`config.mk`:
```
export PLATFORM = sky130hd
export DESIGN_NAME = mem_ctrl_flat
export DESIGN_NICKNAME = d
export VERILOG_FILES = /design/src/rtl/mem_ctrl_pkg.sv /design/src/rtl/mem_ctrl_if.sv /design/src/rtl/mem_ctrl.sv /design/src/flat_wrapper.sv
export SDC_FILE = /design/constraint.sdc
export NUM_CORES = 1
export LEC_CHECK = 0
export CAP_MARGIN = 5
export CORE_ASPECT_RATIO = 0.5
export CORE_MARGIN = 1
export CORE_UTILIZATION = 45
export DETAILED_ROUTE_END_ITERATION = 12
export GPL_TIMING_DRIVEN = 1
export MAX_ROUTING_LAYER = met4
export PLACE_DENSITY = 0.79
export SLEW_MARGIN = 20
export SYNTH_ARGS = -nofsm -noshare
export SYNTH_HDL_FRONTEND = slang
export SYNTH_SLANG_ARGS = --single-unit
```
`constraint.sdc`:
```
create_clock -name clk_in -period 4.95 [get_ports clk_in]
set_input_delay 1.2375 -clock clk_in [delete_from_list [all_inputs] [get_ports clk_in]]
set_output_delay 1.2375 -clock clk_in [all_outputs]
set_load 0.005 [all_outputs]
```
`src/rtl/mem_ctrl_pkg.sv`:
```
// Shared encodings and helpers for the byte-serial memory controller.
package mem_ctrl_pkg;
   localparam logic [1:0] MC_IDLE  = 2'd0;
   localparam logic [1:0] MC_LOAD  = 2'd1;
   localparam logic [1:0] MC_STORE = 2'd2;
   localparam logic [1:0] MC_FETCH = 2'd3;

   localparam logic [1:0] LEN_BYTE = 2'd0;
   localparam logic [1:0] LEN_HALF = 2'd1;
   localparam logic [1:0] LEN_WORD = 2'd2;

   localparam logic [1:0] IO_HI_DEF   = 2'b11;
   localparam int         LSB_CAP_BIT = 3;

   // Latched store request; io marks the back-pressured region.
   typedef struct packed {
      logic        io;
      logic [31:0] wdata;
   } st_req_t;

   function automatic logic [2:0] len_bytes(input logic [1:0] len);
      case (len)
         LEN_BYTE: return 3'd1;
         LEN_HALF: return 3'd2;
         LEN_WORD: return 3'd4;
         default:  return 3'd4;
      endcase
   endfunction

   // Bytes enter the assembly register from the top, so N bytes sit in the upper lanes.
   function automatic logic [31:0] zext_rdata(input logic [31:0] sbuf, input logic [2:0] n);
      case (n)
         3'd1:    return {24'd0, sbuf[31:24]};
         3'd2:    return {16'd0, sbuf[31:16]};
         default: return sbuf;
      endcase
   endfunction

   function automatic logic [7:0] byte_of(input logic [31:0] w, input logic [1:0] k);
      return w[{k, 3'b000} +: 8];
   endfunction
endpackage

```
`src/rtl/mem_ctrl_if.sv`:
```
// LSB request/response and instruction-fetch handshake bundle.
interface mem_ctrl_if #(parameter int POS_W = mem_ctrl_pkg::LSB_CAP_BIT);
   logic             lsb_req;
   logic [POS_W-1:0] lsb_pos;
   logic             lsb_ls;
   logic [1:0]       lsb_len;
   logic [31:0]      lsb_addr;
   logic [31:0]      lsb_wdata;
   logic             mem_busy;
   logic             lsb_finished;
   logic [POS_W-1:0] lsb_done_pos;
   logic [31:0]      lsb_rdata;
   logic             if_req;
   logic [31:0]      if_addr;
   logic             if_ready;
   logic [31:0]      if_inst;

   modport master (
      output lsb_req, lsb_pos, lsb_ls, lsb_len, lsb_addr, lsb_wdata, if_req, if_addr,
      input  mem_busy, lsb_finished, lsb_done_pos, lsb_rdata, if_ready, if_inst
   );
   modport slave (
      input  lsb_req, lsb_pos, lsb_ls, lsb_len, lsb_addr, lsb_wdata, if_req, if_addr,
      output mem_busy, lsb_finished, lsb_done_pos, lsb_rdata, if_ready, if_inst
   );
endinterface

```
`src/rtl/mem_ctrl.sv`:
```
// Serialises one LSB load/store or one instruction fetch at a time onto the 8-bit RAM bus.
module mem_ctrl
   import mem_ctrl_pkg::*;
#(
   parameter logic [1:0] IO_HI = IO_HI_DEF,
   parameter int         POS_W = LSB_CAP_BIT
) (
   input  logic        clk_in,
   input  logic        rst_in,
   input  logic        rdy_in,
   input  logic        clear,
   mem_ctrl_if.slave   bus,
   input  logic [7:0]  mem_din,
   output logic [7:0]  mem_dout,
   output logic [31:0] mem_a,
   output logic        mem_wr,
   input  logic        io_buffer_full
);
   logic [1:0]       state;
   logic [2:0]       cnt;
   logic [2:0]       nbytes;
   logic [31:0]      sbuf;
   logic [POS_W-1:0] req_pos;
   st_req_t          req;
   logic             busy, finished, ready;
   logic [POS_W-1:0] done_pos;
   logic [31:0]      rdata, inst;
   logic             acc_stall, st_stall;

   assign acc_stall = (bus.lsb_addr[17:16] == IO_HI) && io_buffer_full;
   assign st_stall  = req.io && io_buffer_full;

   always_ff @(posedge clk_in or negedge rst_in) begin
      if (!rst_in) begin
         state    <= MC_IDLE;
         cnt      <= '0;
         nbytes   <= '0;
         sbuf     <= '0;
         req_pos  <= '0;
         req      <= '0;
         busy     <= 1'b0;
         finished <= 1'b0;
         ready    <= 1'b0;
         done_pos <= '0;
         rdata    <= '0;
         inst     <= '0;
         mem_dout <= '0;
         mem_a    <= '0;
         mem_wr   <= 1'b0;
      end else if (rdy_in) begin
         finished <= 1'b0;
         ready    <= 1'b0;
         case (state)
            MC_IDLE: begin
               if (!clear && bus.lsb_req) begin
                  req_pos   <= bus.lsb_pos;
                  req.io    <= (bus.lsb_addr[17:16] == IO_HI);
                  req.wdata <= bus.lsb_wdata;
                  nbytes    <= len_bytes(bus.lsb_len);
                  mem_a     <= bus.lsb_addr;
                  cnt       <= '0;
                  busy      <= 1'b1;
                  if (bus.lsb_ls) begin
                     state    <= MC_STORE;
                     mem_dout <= bus.lsb_wdata[7:0];
                     mem_wr   <= !acc_stall;
                  end else begin
                     state <= MC_LOAD;
                  end
               end else if (!clear && bus.if_req) begin
                  state  <= MC_FETCH;
                  nbytes <= 3'd4;
                  mem_a  <= bus.if_addr;
                  cnt    <= '0;
                  busy   <= 1'b1;
               end
            end
            MC_LOAD, MC_FETCH: begin
               // A flush wins over everything, including the completing edge.
               if (clear) begin
                  state <= MC_IDLE;
                  busy  <= 1'b0;
               end else if (cnt == nbytes) begin
                  state <= MC_IDLE;
                  busy  <= 1'b0;
                  if (state == MC_LOAD) begin
                     finished <= 1'b1;
                     done_pos <= req_pos;
                     rdata    <= zext_rdata(sbuf, nbytes);
                  end else begin
                     ready <= 1'b1;
                     inst  <= sbuf;
                  end
               end else begin
                  sbuf <= {mem_din, sbuf[31:8]};
                  cnt  <= cnt + 3'd1;
                  if (cnt + 3'd1 < nbytes) mem_a <= mem_a + 32'd1;
               end
            end
            MC_STORE: begin
               // mem_wr high means byte cnt is written at this edge; low means it is stalled.
               if (mem_wr) begin
                  if (cnt + 3'd1 < nbytes) begin
                     cnt      <= cnt + 3'd1;
                     mem_a    <= mem_a + 32'd1;
                     mem_dout <= byte_of(req.wdata, cnt[1:0] + 2'd1);
                     mem_wr   <= !st_stall;
                  end else begin
                     mem_wr   <= 1'b0;
                     state    <= MC_IDLE;
                     busy     <= 1'b0;
                     finished <= 1'b1;
                     done_pos <= req_pos;
                  end
               end else if (!st_stall) begin
                  mem_wr <= 1'b1;
               end
            end
            default: state <= MC_IDLE;
         endcase
      end
   end

   assign bus.mem_busy     = busy;
   assign bus.lsb_finished = finished;
   assign bus.lsb_done_pos = done_pos;
   assign bus.lsb_rdata    = rdata;
   assign bus.if_ready     = ready;
   assign bus.if_inst      = inst;
endmodule

```
`src/flat_wrapper.sv`:
```
// flat-port wrapper written by rule: the top's interface ports become plain ports
module mem_ctrl_flat import mem_ctrl_pkg::*;
#(
   parameter logic [1:0] IO_HI = IO_HI_DEF,
   parameter int         POS_W = LSB_CAP_BIT
)
  (clk_in, rst_in, rdy_in, clear, mem_din, mem_dout, mem_a, mem_wr, io_buffer_full, bus_lsb_req, bus_lsb_pos, bus_lsb_ls, bus_lsb_len, bus_lsb_addr, bus_lsb_wdata, bus_if_req, bus_if_addr, bus_mem_busy, bus_lsb_finished, bus_lsb_done_pos, bus_lsb_rdata, bus_if_ready, bus_if_inst);
  mem_ctrl_if #(.POS_W(POS_W)) bus_i ();
  input  logic clk_in;
  input  logic rst_in;
  input  logic rdy_in;
  input  logic clear;
  input  logic [7:0] mem_din;
  output logic [7:0] mem_dout;
  output logic [31:0] mem_a;
  output logic mem_wr;
  input  logic io_buffer_full;
  input wire logic [$bits(bus_i.lsb_req)-1:0] bus_lsb_req;
  input wire logic [$bits(bus_i.lsb_pos)-1:0] bus_lsb_pos;
  input wire logic [$bits(bus_i.lsb_ls)-1:0] bus_lsb_ls;
  input wire logic [$bits(bus_i.lsb_len)-1:0] bus_lsb_len;
  input wire logic [$bits(bus_i.lsb_addr)-1:0] bus_lsb_addr;
  input wire logic [$bits(bus_i.lsb_wdata)-1:0] bus_lsb_wdata;
  input wire logic [$bits(bus_i.if_req)-1:0] bus_if_req;
  input wire logic [$bits(bus_i.if_addr)-1:0] bus_if_addr;
  output wire logic [$bits(bus_i.mem_busy)-1:0] bus_mem_busy;
  output wire logic [$bits(bus_i.lsb_finished)-1:0] bus_lsb_finished;
  output wire logic [$bits(bus_i.lsb_done_pos)-1:0] bus_lsb_done_pos;
  output wire logic [$bits(bus_i.lsb_rdata)-1:0] bus_lsb_rdata;
  output wire logic [$bits(bus_i.if_ready)-1:0] bus_if_ready;
  output wire logic [$bits(bus_i.if_inst)-1:0] bus_if_inst;
  assign bus_i.lsb_req = bus_lsb_req;
  assign bus_i.lsb_pos = bus_lsb_pos;
  assign bus_i.lsb_ls = bus_lsb_ls;
  assign bus_i.lsb_len = bus_lsb_len;
  assign bus_i.lsb_addr = bus_lsb_addr;
  assign bus_i.lsb_wdata = bus_lsb_wdata;
  assign bus_i.if_req = bus_if_req;
  assign bus_i.if_addr = bus_if_addr;
  assign bus_mem_busy = bus_i.mem_busy;
  assign bus_lsb_finished = bus_i.lsb_finished;
  assign bus_lsb_done_pos = bus_i.lsb_done_pos;
  assign bus_lsb_rdata = bus_i.lsb_rdata;
  assign bus_if_ready = bus_i.if_ready;
  assign bus_if_inst = bus_i.if_inst;
  mem_ctrl #(.IO_HI(IO_HI), .POS_W(POS_W)) u_core (.clk_in(clk_in), .rst_in(rst_in), .rdy_in(rdy_in), .clear(clear), .bus(bus_i), .mem_din(mem_din), .mem_dout(mem_dout), .mem_a(mem_a), .mem_wr(mem_wr), .io_buffer_full(io_buffer_full));
endmodule
```
==> results of run 1 <==
==> flip-flops by register name, summed over array words and instances, names as in the netlist, 3 cells and up <==
signal / flops
u_core.req: 33
u_core.bus.if_inst: 32
u_core.bus.lsb_rdata: 32
u_core.mem_a: 32
u_core.sbuf: 32
u_core.mem_dout: 8
u_core.bus.lsb_done_pos: 3
u_core.cnt: 3
u_core.nbytes: 3
u_core.req_pos: 3
==> tightest hold or removal path, delay by kind of cell, from the launching register on <==
family	cells	cell delay (ps)
DFF	1	340
AOI/OAI and AO/OA	1	60
and+or+nand+nor	1	40
==> cells by family (layout without fill, tap and decap cells) <==
kind of cell	Yosys count	after routing	synth area share
AO/OA/AOI/OAI	191	191	0.135
XOR/XNOR	3	3	0.00290
flip-flops	187	187	0.516
AND/OR/NAND/NOR	290	290	0.147
buffers and inverters	68	277	0.0307
adder cells (fa/ha/maj)	5	5	0.00689
multiplexers	123	123	0.162
==> worst min-delay path by stage <==
stage	start	endpoint	slack, ps	cells past startpoint
2_1_floorplan	u_core.req[32]	u_core.req[32]	450	2
3_3_place_gp	u_core.bus.lsb_rdata[20]	u_core.bus.lsb_rdata[20]	460	2
3_5_place_dp	u_core.bus.lsb_rdata[6]	u_core.bus.lsb_rdata[6]	470	2
4_1_cts	u_core.bus.lsb_rdata[20]	u_core.bus.lsb_rdata[20]	490	2
5_1_grt	u_core.bus.lsb_rdata[20]	u_core.bus.lsb_rdata[20]	490	2
6_report	u_core.bus.lsb_rdata[6]	u_core.bus.lsb_rdata[6]	480	2
==> through the flow <==
step | utilization | hold WS (ps) | instances | setup WS [ps] | power (mW)
global route | 0.618 | 495 | 1342 | 1370 | 7.83
floorplan | - | 450 | 867 | 2300 | 4.56
finish | 0.618 | 479 | 1342 | 1620 | 7.35
CTS | 0.618 | 486 | 1342 | 1580 | 7.36
global placement | 0.590 | 461 | 1311 | 1400 | 5.91
detailed placement | 0.590 | 470 | 1311 | 1360 | 6.05
==> layout by cell type (no fill, tap or decap), types with 9 or more instances in the layout <==
| cell type | instances |
|---|---|
| sky130_fd_sc_hd__clkdlybuf4s50_1 | 226 |
| sky130_fd_sc_hd__dfrtp_1 | 187 |
| sky130_fd_sc_hd__nand2_1 | 174 |
| sky130_fd_sc_hd__mux2_2 | 112 |
| sky130_fd_sc_hd__o21ai_0 | 66 |
| sky130_fd_sc_hd__nand3_1 | 29 |
| sky130_fd_sc_hd__a31oi_1 | 24 |
| sky130_fd_sc_hd__a21oi_1 | 23 |
| sky130_fd_sc_hd__nor2_1 | 17 |
| sky130_fd_sc_hd__clkbuf_16 | 17 |
| sky130_fd_sc_hd__and3_1 | 13 |
| sky130_fd_sc_hd__nor3_1 | 11 |
| sky130_fd_sc_hd__nand4_1 | 10 |
| sky130_fd_sc_hd__a211oi_1 | 10 |
| sky130_fd_sc_hd__o22ai_1 | 10 |
| sky130_fd_sc_hd__buf_4 | 10 |
| sky130_fd_sc_hd__a22oi_1 | 9 |
==> layout make-up <==
cell class	count	area share
clock buffer	19	0.0366
clock inverter	12	0.00950
timing repair buffer	238	0.196
tap	266	0.0275
multi-input combinational	612	0.342
inverter	8	0.00248
sequential	187	0.386
==> power breakdown <==
part / switching, mW / internal [mW]
clock: 0.619 / 0.669
combinational: 1.52 / 1.69
sequential: 0.672 / 2.19
total: 2.81 / 4.54
==> routing by layer <==
metal,routed length [um],up-vias,track usage,share of wire
li1,-,3531,-,-
met2,12600,274,0.418,0.50
met3,1380,43,0.0453,0.055
met4,539,0,0.0885,0.021
met1,10700,3857,0.327,0.42
met5,0,-,-,0
==> metrics.log, run 1 <==
INFO  metric timing.setup.tns = 0 ps
INFO  metric avgViaCountPerCell = 5.74
INFO  metric synth_enable_flop_cells = 0
INFO  metric tightestPinTransition = 981 ps
INFO  metric worstPathBufferInverterCount = 1
INFO  metric postSynthNetCount = approximately 1000
INFO  metric cts_made_buffers = 17
INFO  metric max_cap_viol_count = 0
INFO  metric wirelength = around 25000 um
INFO  metric post-route-drc-count = 0
INFO  metric synthDominantAreaCellType = sky130_fd_sc_hd__dfrtp_1
INFO  metric worst_ep_required_time = ~5300 ps
INFO  metric area_delta_synth_final = 33.4%
INFO  metric core = between 15000 and 20000 um2
INFO  metric cp_top_family = adder cells
INFO  metric critical_path.max_stage_delay = 760 ps
INFO  metric critPathArrivalTime = between 3000 and 4000 ps
INFO  metric grt_first_pass_wirelength = 40100 um
INFO  metric post_route_cells_drive_above_1_share = 0.165
INFO  metric max_freq = 300 MHz
INFO  metric multiInputGateArea = 4140 um2
INFO  metric worst-r2r-setup-slack = between 1500 and 2000 ps
INFO  metric most_area_consuming_cells_after_synthesis = sky130_fd_sc_hd__dfrtp_1 (52%), sky130_fd_sc_hd__mux2_2 (14%), sky130_fd_sc_hd__nand2_1 (7.2%), sky130_fd_sc_hd__o21ai_0 (3.6%), sky130_fd_sc_hd__mux4_2 (2.0%)
INFO  metric critPathLaunchType = flip-flop
INFO  metric critical_path.cell_chain = ha_1 > ha_1 > a21oi_1 > nand3_1 > o211a_1 > nor2_1 > buf_4 > mux2_2
INFO  metric clock_tree_from_tritoncts = done
INFO  metric clock-sinks = between 150 and 200
INFO  metric dpl.hpwl = 17800 um
INFO  metric number_of_placed_i_o_pins = around 230
INFO  metric layout.area.seq = between 4000 and 5000 um2
INFO  metric critPathCaptureType = flip-flop
INFO  metric yosys_warnings = 0
INFO  metric routed_wire_length_per_instance = 18.7 um
INFO  metric cts-hold-fix-buffers = 0
INFO  metric mappedNetlistArea = a little over 9000 um2
INFO  metric core.rowCount = 36
INFO  metric synth.ff_latch_count = about 190
INFO  metric antenna_found_initial = 0
INFO  metric critPathMostFrequentCell = sky130_fd_sc_hd__ha_1
INFO  metric final-max-slew-violation-count = 0
INFO  metric most_used_flip_flop_cell_after_synthesis = sky130_fd_sc_hd__dfrtp_1
INFO  metric effective_utilization_at_floorplan = 0.463
INFO  metric synth_top_cells_by_count = sky130_fd_sc_hd__dfrtp_1 (187), sky130_fd_sc_hd__nand2_1 (174), sky130_fd_sc_hd__mux2_2 (112)
INFO  metric r2r.worst_path.cells = 8
INFO  metric setup_viol = 0
INFO  metric pwr_density_cell = slightly above 600 nW/um2
INFO  metric drtIter0Drc = around 770
INFO  metric synth_seq_area_share = 0.516
INFO  metric power_leakage = about 5.2 nW
INFO  metric timing.critical_path.fanout_max = 23
INFO  metric floorplan.die_area = around 21000 um2
INFO  metric period_utilization_post_route = 0.673
INFO  metric ctsLongestPathBuffers = 2
INFO  metric detail-route-antenna-nets = 0
INFO  metric die_height = 102 um
INFO  metric vias = 7705
INFO  metric die_width = roughly 200 um
INFO  metric grt_pass1_vias = roughly 7500
INFO  metric drt_pass1_iterations = 6
INFO  metric timing.clock.skew = between 10 and 15 ps
INFO  metric place.port_buffers = approximately 230
INFO  metric placedInstanceArea = between 10000 and 15000 um2
INFO  metric critPathKind = reg2reg
INFO  metric grt.total_usage = 0.257
INFO  metric cp.depth = 8
INFO  metric synthMostInstantiatedCell = sky130_fd_sc_hd__dfrtp_1
INFO  metric maxSlewHeadroom = 0.345
INFO  metric synth_top_area_share = 0.516
INFO  metric timing.hold.worst.class = reg2reg
INFO  metric avgSynthCellArea = roughly 10 um2
INFO  metric cts_setup_buffers = 0
INFO  metric worst_r2r_startpoint = u_core.cnt[0]
INFO  metric nFillCells = approximately 1600
INFO  metric hold_violations = 0
INFO  metric cts.repair.resized = 0
INFO  metric insertion_delay = 430 ps
INFO  metric status = completed
INFO  metric ir_drop = ~390 uV
INFO  metric rr_endpoint = u_core.mem_a[1]
INFO  metric insertedDiodeCount = 0
INFO  metric h-tree-depth = 4
INFO  metric critical_path_slowest_stage_cell = sky130_fd_sc_hd__dfrtp_1
INFO  metric synth_async_sr_flop_share = 1.00
INFO  metric cts-root-buf = sky130_fd_sc_hd__clkbuf_16
INFO  metric final_gp_congestion = around 0.9
INFO  metric clk_transition_reported_paths = around 80 ps
INFO  metric final_area = approximately 12000 um2
INFO  metric setup.worst_path.end = u_core.mem_a[1]
INFO  metric synthCells = roughly 870
INFO  metric grt_setup_unrepaired = no
INFO  metric grt_start_max_net_pins = roughly 110
INFO  metric num-nets-final = roughly 1200
INFO  metric yosysUniqueCellTypes = 53
INFO  metric globalRoute.totalOverflow = 0
INFO  metric worstSetupStartpoint = u_core.cnt[0]
INFO  metric fin_crit = 3330 ps
Note: power is estimated with default switching activity, not from simulation.
==> run 2, diff against run 1 <==
Clock period 4.95 ns to 3.1 ns, I/O delays scaled along.
==> metrics.log, run 2 (synthesized netlist as in run 1, its figures left out) <==
INFO  metric cts_setup_buffers = 0 (unchanged)
INFO  metric final_util = 0.626 (+0.00747)
INFO  metric critPathCaptureType = flip-flop
INFO  metric avgViaCountPerCell = 5.75 (about the same)
INFO  metric antenna_found_initial = 0 (unchanged)
INFO  metric max_freq = 370 MHz (+23%)
INFO  metric die_height = 102 um (unchanged)
INFO  metric hold_violations = 0 (unchanged)
INFO  metric effective_utilization_at_floorplan = 0.463 (unchanged)
INFO  metric final_gp_congestion = 0.885 (-1.4%)
INFO  metric globalRoute.totalOverflow = 0 (unchanged)
INFO  metric detail-route-antenna-nets = 0 (unchanged)
INFO  metric grt_setup_unrepaired = no
INFO  metric dpl.hpwl = 18200 um (+1.8%)
INFO  metric place.port_buffers = 227 (unchanged)
INFO  metric cts_made_buffers = 17 (unchanged)
INFO  metric floorplan.die_area = 20800 um2 (unchanged)
INFO  metric grt_pass1_vias = 7555 (+0.13%)
INFO  metric fin_crit = 2700 ps (-627 ps)
INFO  metric critPathLaunchType = flip-flop
INFO  metric final-max-slew-violation-count = 0 (unchanged)
INFO  metric insertion_delay = 440 ps (about the same)
INFO  metric power_leakage = 5.27 nW (+1.9%)
INFO  metric clock_tree_from_tritoncts = done
INFO  metric critPathArrivalTime = 3030 ps (-610 ps)
INFO  metric routed_wire_length_per_instance = 18.6 um (-0.75%)
INFO  metric ctsLongestPathBuffers = 2 (unchanged)
INFO  metric number_of_placed_i_o_pins = 228 (unchanged)
INFO  metric cts.repair.resized = 0 (unchanged)
INFO  metric max_flop_register = u_core.req
INFO  metric period_utilization_post_route = 0.872 (+0.199)
INFO  metric core = 19600 um2 (unchanged)
INFO  metric worstSetupStartpoint = u_core.cnt[1]
INFO  metric die_width = 203 um (unchanged)
INFO  metric layout.cells.most_common = sky130_fd_sc_hd__clkdlybuf4s50_1
INFO  metric num-nets-final = 1198 (+1.0%)
INFO  metric clk_transition_reported_paths = 80 ps (about the same)
INFO  metric timing.setup.tns = 0 ps (unchanged)
INFO  metric grt.total_usage = 0.256 (-0.000807)
INFO  metric drt_pass1_iterations = 5 (-1)
INFO  metric maxSlewHeadroom = 0.451 (+0.106)
INFO  metric grt_first_pass_wirelength = 40000 um (-0.26%)
INFO  metric pwr_density_cell = 973 nW/um2 (+60%)
INFO  metric critical_path.cell_chain = ha_1 > xor2_1 > ha_1 > a21oi_1 > nand2_1 > o22ai_1 > and3_1 > mux2_2
INFO  metric insertedDiodeCount = 0 (unchanged)
INFO  metric timing.clock.skew = 10.9 ps (-3.29 ps)
INFO  metric layout_common_cells = sky130_fd_sc_hd__clkdlybuf4s50_1 (226), sky130_fd_sc_hd__dfrtp_1 (187), sky130_fd_sc_hd__nand2_1 (174)
INFO  metric cts-hold-fix-buffers = 0 (unchanged)
INFO  metric critical_path_slowest_stage_cell = sky130_fd_sc_hd__and3_1
INFO  metric h-tree-depth = 4 (unchanged)
INFO  metric critPathKind = reg2reg
INFO  metric core.rowCount = 36 (unchanged)
INFO  metric critical_path.max_stage_delay = 460 ps (-300 ps)
INFO  metric nFillCells = 1571 (+0.45%)
INFO  metric cts-root-buf = sky130_fd_sc_hd__clkbuf_16
INFO  metric worst_ep_required_time = 3430 ps (-1830 ps)
INFO  metric number_of_flip_flops_under_the_largest_register_name = 33 (unchanged)
INFO  metric tightestPinTransition = 821 ps (-160 ps)
INFO  metric post_route_cells_drive_above_1_share = 0.175 (+0.00996)
INFO  metric wirelength = 25200 um (+0.21%)
INFO  metric timing.hold.worst.class = in2async
INFO  metric clock-sinks = 187 (unchanged)
INFO  metric timing.critical_path.fanout_max = 8 (-65%)
INFO  metric area_delta_synth_final = 35.1%
INFO  metric drtIter0Drc = 692 (-9.7%)
INFO  metric post-route-drc-count = 0 (unchanged)
INFO  metric vias = 7786 (+1.1%)
INFO  metric grt_start_max_net_pins = 89 (-17%)
INFO  metric worst_r2r_startpoint = u_core.cnt[1]
INFO  metric setup_viol = 0 (unchanged)
INFO  metric critPathMostFrequentCell = sky130_fd_sc_hd__ha_1
INFO  metric status = completed
INFO  metric max_cap_viol_count = 0 (unchanged)
INFO  metric ir_drop = 504 uV (+31%)
==> run 2: through the flow <==
stage | power (mW) | hold WS [ps] | setup slack (ps) | instance area (um2) | cells
final | 11.9 | 398 | 398 | 12300 | 1355
after global routing | 12.7 | 440 | 227 | 12300 | 1355
after CTS | 11.9 | 423 | 396 | 12300 | 1355
after detailed placement | 9.76 | 471 | 242 | 11700 | 1323
after global placement | 9.54 | 461 | 269 | 11700 | 1323
after floorplan | 7.29 | 450 | 775 | 9080 | 867
==> run 2: worst paths after layout <==
| check | depth (start not counted) | end | slack, ps |
|---|---|---|---|
| max | 8 | u_core.mem_dout[6] | 400 |
| min | 1 | u_core.bus.lsb_rdata[30] | 400 |
| max reg2reg | 8 | u_core.mem_dout[6] | 400 |
| min reg2reg | 2 | u_core.bus.lsb_rdata[28] | 480 |
| max in group asynchronous | 2 | u_core.mem_a[31] | 2030 |
| min in group clk_in | 2 | u_core.bus.lsb_rdata[28] | 480 |
==> run 2: area by class of cell <==
| type | count | area [um2] | share of cell area |
|---|---|---|---|
| Sequential cell | 187 | 4680 | 0.382 |
| Multi-Input combinational cell | 612 | 4140 | 0.338 |
| Timing Repair Buffer | 250 | 2500 | 0.204 |
| Clock buffer | 19 | 453 | 0.0370 |
| Tap cell | 266 | 333 | 0.0272 |
| Clock inverter | 13 | 126 | 0.0103 |
| Inverter | 8 | 30.0 | 0.00245 |
==> run 2: metal layers <==
metal	wire [um]	vias to the layer above	GRT usage
met1	10700	3852	0.320
li1	-	3574	-
met3	1570	41	0.0507
met5	0	-	-
met2	12500	319	0.423
met4	476	0	0.0810
==> run 2: critical path: cells and delay by family, from the launching register on <==
kind,cells,cell delay (ps)
adders and majority gates,2,550
muxes,1,390
AOI/OAI and AO/OA,2,420
DFF,1,420
xor gates and xnor gates,1,180
and+or+nand+nor,2,610
==> run 2: power breakdown <==
part           total (mW)  internal, mW  switching [mW]
combinational        5.26          2.78            2.48
clock                2.12          1.10            1.01
sequential           4.54          3.49            1.05
==> run 3, diff against run 2 <==
Settings changed: SLEW_MARGIN 20 to not set.
==> results of run 3 <==
Final layout, timing and power as in run 2 (identical DEF).
==> edit: new RTL, flow settings as in run 2 <==
The package constant `LSB_CAP_BIT` goes from 3 to 2.
--- a/src/rtl/mem_ctrl_pkg.sv
+++ b/src/rtl/mem_ctrl_pkg.sv
@@ -10,7 +10,7 @@
    localparam logic [1:0] LEN_WORD = 2'd2;
 
    localparam logic [1:0] IO_HI_DEF   = 2'b11;
-   localparam int         LSB_CAP_BIT = 3;
+   localparam int         LSB_CAP_BIT = 2;
 
    // Latched store request; io marks the back-pressured region.
    typedef struct packed {
Ports: changed (resized bus_lsb_done_pos and bus_lsb_pos); port bits go from 228 to 226. The function was not compared with the original's and may differ.
==> edit against run 2 <==
  * Routed wire length shrank 0.52%
  * Sequential cell count shrank 2
  * Worst setup slack lost 0.16 ns
  * Total power shrank 2.2%
  * Area after synthesis shrank 1.5%
  * Critical path depth is the same
  * Fmax shrank 5.8%
  * Cell area shrank 0.52%
  * Count of clock-buffer cells in the layout shrank 2
  * Sequential power shrank 2%
  * Critical path type unchanged
  * Largest power group unchanged
==> edit: results (changes against run 2) <==
| Metric | Value |
|---|---|
| Status | finished clean |
| Via count | 7596 (-2.4%) |
| Adder-cell share of the synthesized area | 0.700% (+0.011 points) |
| Placed Instance Area | 0.0116 mm^2 (-0.76%) |
| Rel. slew slack | 44.0% (-1.1 points) |
| Post-synthesis compound-gate area fraction | 13.4% (-0.14 points) |
| Min cycle time layout | 2.87 ns (+0.165 ns) |
| Clock Path Buffers | 2 (unchanged) |
| Met2 WL | 12400 um (-0.91%) |
| Drt pass-1 iters | 4 (-1) |
| Synth Area in XOR/XNOR | 0.294% (+0.0045 points) |
| Nets | 1188 (-0.83%) |
| Seq/Total Area, Yosys | 51.8% (+0.24 points) |
| Ys Warns | 0 (unchanged) |
| CTS clk-pin slew, worst paths | 0.08 ns (about the same) |
| Largest net degree at the start of global routing | 61 (-31%) |
| Final Skew | 0.00940 ns (-0.00153 ns) |
| WHS | 0.245 ns (-0.153 ns) |
| Port Buf Inserts | 225 (-0.88%) |
| Area share of the largest cell type after synthesis | 51.8% (+0.24 points) |
| Worst EP arrival | 3.19 ns (+0.16 ns) |
| Place WS | 0.108 ns (-0.134 ns) |
| DR iter-0 viols | 535 (-23%) |
| Post-synthesis mux area share | 16.1% (-0.13 points) |
| Layout cells sized above 1 | 17.4% (-0.13 points) |
| Sw frac | 37.7% (-0.41 points) |
| GPL Wtd Cong | 0.850 (-4.0%) |
| Maximum VDD drop | 0.000490 V (-2.9%) |
| Vias in the first global route | 7366 (-2.5%) |
| Met3 Routed Length | 1330 um (-15%) |
| Netlist cell types | 52 (-1.9%) |
| Top cells by area, synth | dfrtp_1, mux2_2, nand2_1 |
| R2R Setup Slk | 0.23 ns (-0.16 ns) |
| First-pass GRT wire length | 39900 um (-0.26%) |
| Fill cells | 1580 (+0.57%) |
| Commonest cells post-synth | dfrtp_1, nand2_1, mux2_2, o21ai_0, clkbuf_1 |
| Syn Nets | 974 (-1.5%) |
| Static Leakage | 5.23 nW (-0.75%) |
| Tot GR Track Use | 25.8% (+0.22 points) |
| Reg2reg end | u_core.mem_a[0]$_DFFE_PN0P_ |
| Routed len/inst | 18.6 um (+0.15%) |
| CP Max Fanout | 15 (+7) |
## edit: cell count changes in the layout (fill, tap and decap cells not counted), moves of 6 or more
| cell | change |
|---|---|
| a21oi_1 | -14 |
| nor3_1 | +10 |
| a2bb2oi_1 | +6 |
| o22a_1 | +6 |
## edit: power by group through the flow
| stage | logic, mW | clock network (mW) | registers, mW |
|---|---|---|---|
| 2_1_floorplan | 2.85 | 0 | 4.17 |
| 4_1_cts | 4.99 | 2.26 | 4.43 |
| 3_3_place_gp | 4.81 | 0 | 4.39 |
| 6_report | 4.97 | 2.23 | 4.45 |
| 5_1_grt | 5.45 | 2.36 | 4.58 |
| 3_5_place_dp | 4.97 | 0 | 4.47 |
## edit: routing by layer
layer  GRT usage (%)  vias up
met5               -        -
met4            9.32        0
met3            4.89       41
met2            42.0      261
met1            32.6     3772
li1                -     3522
## edit: critical path, stage by stage (launching register included)
cell,delay (ns)
dfrtp_1,0.42
ha_1,0.23
xor2_1,0.17
ha_1,0.30
a21oi_1,0.37
nand3_1,0.16
o211ai_1,0.25
nand2_1,0.42
a211o_1,0.42
## edit: final cells by class
cell class | count | area [um^2] | share of cell area, %
sequential | 185 | 4630 | 38.0
multi-input combinational | 601 | 4060 | 33.3
tap | 266 | 333 | 2.73
clock inverter | 15 | 179 | 1.47
inverter | 11 | 41.3 | 0.339
timing repair buffer | 251 | 2520 | 20.7
clock buffer | 17 | 425 | 3.49
## edit: through the flow
stage / cells / utilization (%)
final: 1346 / 62.7
after global routing: 1346 / 62.7
after CTS: 1346 / 62.7
after detailed placement: 1314 / 59.6
after global placement: 1314 / 59.6
after floorplan: 853 / -
